[config.mk]
export PLATFORM = sky130hd
export DESIGN_NAME = prt_port_arbiter
export DESIGN_NICKNAME = d
export VERILOG_FILES = /design/src/rtl/prt_port_arbiter.sv
export SDC_FILE = /design/constraint.sdc
export NUM_CORES = 1
export LEC_CHECK = 0
export ABC_AREA = 1
export BUFFER_PORTS_ARGS = -buffer_cell sky130_fd_sc_hd__buf_2
export CORE_MARGIN = 2
export CORE_UTILIZATION = 30
export DETAILED_ROUTE_END_ITERATION = 10
export GPL_ROUTABILITY_DRIVEN = 1
export GPL_TIMING_DRIVEN = 0
export PLACE_DENSITY = 0.6
export SKIP_CTS_REPAIR_TIMING = 1
export SYNTH_ARGS = -nofsm -noshare
export SYNTH_HDL_FRONTEND = slang
export SYNTH_SLANG_ARGS = --single-unit
export TNS_END_PERCENT = 30
[constraint.sdc]
create_clock -name clk -period 5.37 [get_ports clk]
set_clock_uncertainty 0.05 [all_clocks]
set_input_delay 0.2685 -clock clk [delete_from_list [all_inputs] [get_ports clk]]
set_output_delay 0.2685 -clock clk [all_outputs]
set_load 0.1 [all_outputs]
[src/rtl/prt_port_arbiter.sv]
// PRT port arbiter: clears a 1-bit-per-entry table through a single BRAM port,
// then shares that port between lookup reads and update writes with round-robin.
module prt_port_arbiter #(
  parameter int unsigned ADDR_W         = 16,
  parameter int unsigned RD_LAT         = 2,
  parameter bit          CLEAR_ON_RESET = 1'b1
) (
  input  logic              clk,
  input  logic              rst,
  input  logic              rd_req_valid,
  output logic              rd_req_ready,
  input  logic [ADDR_W-1:0] rd_req_addr,
  output logic              rd_rsp_valid,
  output logic              rd_rsp_data,
  output logic [ADDR_W-1:0] rd_rsp_addr,
  input  logic              wr_req_valid,
  output logic              wr_req_ready,
  input  logic [ADDR_W-1:0] wr_req_addr,
  input  logic              wr_req_data,
  input  logic              init_start,
  output logic              init_busy,
  output logic              bram_we,
  output logic [ADDR_W-1:0] bram_addr,
  output logic              bram_din,
  input  logic              bram_dout
);

  localparam int unsigned DEPTH = RD_LAT + 1;

  typedef enum logic {INIT, RUN} state_t;

  state_t            state;
  logic [ADDR_W-1:0] sweep_cnt;
  logic              last_wr;
  logic              we_q;
  logic              din_q;
  logic [ADDR_W-1:0] addr_q;
  logic [DEPTH-1:0]  pipe_v;
  logic [ADDR_W-1:0] pipe_a [DEPTH];
  logic              rd_grant;
  logic              wr_grant;

  // Grants exclude rst so the reset net only gates outputs, never flop data.
  always_comb begin
    rd_grant = (state == RUN) && rd_req_valid && (!wr_req_valid || last_wr);
    wr_grant = (state == RUN) && wr_req_valid && (!rd_req_valid || !last_wr);
  end

  assign rd_req_ready = rd_grant && !rst;
  assign wr_req_ready = wr_grant && !rst;
  assign init_busy    = (state == INIT) && !rst;
  assign bram_we      = we_q;
  assign bram_addr    = addr_q;
  assign bram_din     = din_q;
  assign rd_rsp_valid = pipe_v[DEPTH-1];
  assign rd_rsp_addr  = pipe_a[DEPTH-1];
  assign rd_rsp_data  = bram_dout && pipe_v[DEPTH-1];

  always_ff @(posedge clk or posedge rst) begin
    if (rst) begin
      state     <= CLEAR_ON_RESET ? INIT : RUN;
      sweep_cnt <= '0;
      last_wr   <= 1'b1;
      we_q      <= 1'b0;
      addr_q    <= '0;
      din_q     <= 1'b0;
      pipe_v    <= '0;
      for (int unsigned i = 0; i < DEPTH; i++) pipe_a[i] <= '0;
    end else begin
      // Stage 0 is loaded at the accept edge; the last stage lines up with bram_dout.
      pipe_v[0] <= rd_grant;
      pipe_a[0] <= rd_req_addr;
      for (int unsigned i = 1; i < DEPTH; i++) begin
        pipe_v[i] <= pipe_v[i-1];
        pipe_a[i] <= pipe_a[i-1];
      end
      unique case (state)
        INIT: begin
          we_q      <= 1'b1;
          addr_q    <= sweep_cnt;
          din_q     <= 1'b0;
          sweep_cnt <= sweep_cnt + ADDR_W'(1);
          if (sweep_cnt == '1) state <= RUN;
        end
        RUN: begin
          we_q <= wr_grant;
          if (wr_grant) begin
            addr_q  <= wr_req_addr;
            din_q   <= wr_req_data;
            last_wr <= 1'b1;
          end else if (rd_grant) begin
            addr_q  <= rd_req_addr;
            last_wr <= 1'b0;
          end
          if (init_start) state <= INIT;
        end
      endcase
    end
  end

endmodule
==> summary.txt <==
Hold path
  • HP Start: rd_req_addr[15]
  • Worst Hold Path EP: pipe_a[47]$_DFF_PP0_
  • HP Class: input pin to flip-flop
  • WHS Path Cells: 1

Routing
  • First drt pass iteration count: 6
  • WL per Instance: approximately 12 um
  • Routed vias: 2456
  • Final WL: around 7000 um
  • DRT iter0 DRCs: 180
  • Post-DRT Antenna Nets: 0
  • Vias per cell: just over 4
  • Residual DRC: 0

Synthesis
  • Top cells by area, synth: dfrtp_1, nor2_1, nand2_1
  • Most frequent cell after synthesis: dfrtp_1
  • Register area share after synthesis: between 60 and 70%
  • Syn avg cell area: between 9 and 10 um^2
  • Number of flops mapped to enable cells by yosys: 0
  • Mapped Nets: 384
  • Mapped Cells: between 300 and 400
  • Prevailing post-synth register cell: dfrtp_1
  • Top cells by count, synth: dfrtp_1, nor2_1, nand2_1, buf_4, inv_1
  • Top cell type's share of synthesized area: between 60% and 70%
  • Largest area contributor in the netlist: dfrtp_1
  • Asr flop ratio synth: 100.0%
  • Count of different cell masters after synthesis: 28
  • Mapped Area: about 0.0034 mm^2
  • Yosys warns: 0
  • FF+latch count, synth: between 80 and 90

Floorplan
  • Die Y: 110.4 um
  • # IOs: 78
  • Chip Width: 110.4 um
  • Row cnt: 38
  • Placeable Area: 0.01094 mm^2
  • Initial Util: about 31%
  • Die area: around 0.012 mm^2

Clock tree
  • CTS buffer count: 9
  • # clock sinks: just under 90
  • Clock latency on the worst-skew pair: around 0.34 ns
  • CTS root buf: clkbuf_16
  • H-tree levels: 3
  • Clk buf depth: 2
  • Clock-pin slew on the worst setup and hold paths: 0.06 ns
  • CTS tree: built

Power
  • Power Density: about 420 mW/mm^2
  • Lkg Pwr: 2.305 nW
  • Maximum VDD drop: 203.2 uV

Cells and area
  • Antenna cells: 0
  • Utilization after layout: approximately 40%
  • Layout cells sized above 1: around 29%
  • # nets final: ~500
  • Syn-to-layout area delta: 30.16%

Global routing
  • Vias in the first global route: 2327
  • Total GRT Usage: 12.19%
  • Global-route wire length before repair: between 10000 and 15000 um
  • Initial antenna violation count: 0
  • Largest net degree at the start of global routing: 55
  • GR Overflow Total: 0

Timing
  • Final Hold Vio Count: 0
  • Worst-margin pin slew: around 0.52 ns
  • Setup violations, final: 0
  • RSZ-0062 raised after global routing: false
  • Slew Viols, Final: 0
  • Slew headroom: 65.72%
  • Final TNS setup: 0 ns
  • Minimum clock period: about 2.1 ns
  • Fmax: 0.4728 GHz
  • Period utilization: about two fifths

Setup path
  • R2r endpoint: bram_addr[3]$_DFFE_PP0P_
  • Worst EP arrival: 1.80 ns
  • Worst EP required: 5.05 ns
  • Critical path launch point type: flip-flop
  • Path depth of the worst reg2reg path: 7
  • R2R Setup Slk: 3.73 ns
  • Worst Path Max Fanout: 10
  • Crit. End Element: output port
  • WS Path Type: flip-flop to output port
  • Launch point of the worst reg-to-reg path: last_wr$_DFFE_PP1P_

Placement
  • HPWL Detailed: around 5100 um
  • Routability Congestion: 0.8510
  • IO Port Bufs: 77

Run
  • Max-cap violations: 0

Status
  • Status: completed
==> how the worst max path moves through the flow <==
stage / startpoint / to / depth (start not counted)
after floorplan: rst / bram_addr[0]$_DFFE_PP0P_ / 1
after global placement: rst / bram_din$_DFFE_PP0P_ / 2
after detailed placement: last_wr$_DFFE_PP1P_ / wr_req_ready / 5
after CTS: last_wr$_DFFE_PP1P_ / wr_req_ready / 5
after global routing: last_wr$_DFFE_PP1P_ / wr_req_ready / 5
final: last_wr$_DFFE_PP1P_ / wr_req_ready / 5
==> layer usage <==
layer / wire length (um) / GRT usage (%) / vias up
met4: 181 / 5.625 / 0
met2: 3526 / 21.17 / 58
met5: 0 / 0 / -
met3: 399 / 3.880 / 15
li1: - / - / 1248
met1: 2896 / 13.58 / 1135
==> placed cells by master, fill, tap and decap left out, drive strengths merged <==
cell	count
buf	103
dfrtp	86
nor2	84
nand2	79
inv	22
o21ai	16
dlygate4sd3	13
clkbuf	11
nand3	7
xor2	5
xnor2	4
nor3	4
nand4	3
a21oi	3
nand3b	2
clkinv	2
or2	1
o21bai	1
o211ai	1
ha	1
bufinv	1
clkinvlp	1
dfstp	1
==> power breakdown <==
part           switching, mW  internal (mW)  total (mW)
clock network          0.261          0.365       0.626
logic                  0.354         0.0990       0.453
registers             0.0451          0.729       0.774
==> flip-flops by register name (all words and copies together) (netlist names) <==
name	count
pipe_a	32
bram_addr	16
last_wr	1
state	1
rd_rsp_addr	16
bram_we	1
sweep_cnt	16
bram_din	1
pipe_v	3
==> metrics by stage <==
| step | hold slack (ns) | instances | cell area (um^2) | power [mW] | setup WS [ns] |
|---|---|---|---|---|---|
| 2_1_floorplan | 0.2499 | 344 | 3393 | 1.145 | 2.803 |
| 3_3_place_gp | 0.2812 | 561 | 3954 | 1.228 | 1.855 |
| 3_5_place_dp | 0.2847 | 562 | 3984 | 1.235 | 3.591 |
| 4_1_cts | -0.07262 | 578 | 4287 | 1.869 | 3.217 |
| 5_1_grt | 0.00002856 | 591 | 4417 | 1.947 | 3.109 |
| 6_report | 0.004862 | 591 | 4417 | 1.853 | 3.255 |
==> cell families after synthesis <==
family | count (synthesis) | synth area share (%)
fa+ha+maj | 1 | 0.3687
xor+xnor | 9 | 2.323
simple gates | 180 | 21.57
compound gates | 21 | 3.577
flops | 87 | 64.20
buf+inv | 46 | 7.965
==> critical path, stage by stage (launching register included) <==
cell and delay [ns]:
dfstp_2 0.53, nand2_1 0.06, nand3_1 0.12, clkbuf_1 0.38, nor2_1 0.06, buf_2 0.30
==> area by class of cell <==
| cell class | instances | area (um^2) |
|---|---|---|
| Fill cell | 1095 | 6519 |
| Sequential cell | 87 | 2178 |
| Multi-Input combinational cell | 211 | 944.7 |
| Timing Repair Buffer | 91 | 543.0 |
| Clock buffer | 9 | 225.2 |
| Buffer | 27 | 198.9 |
| Tap cell | 140 | 175.2 |
| Clock inverter | 7 | 77.57 |
| Inverter | 19 | 73.82 |
Note: power is estimated with default switching activity, not from simulation.
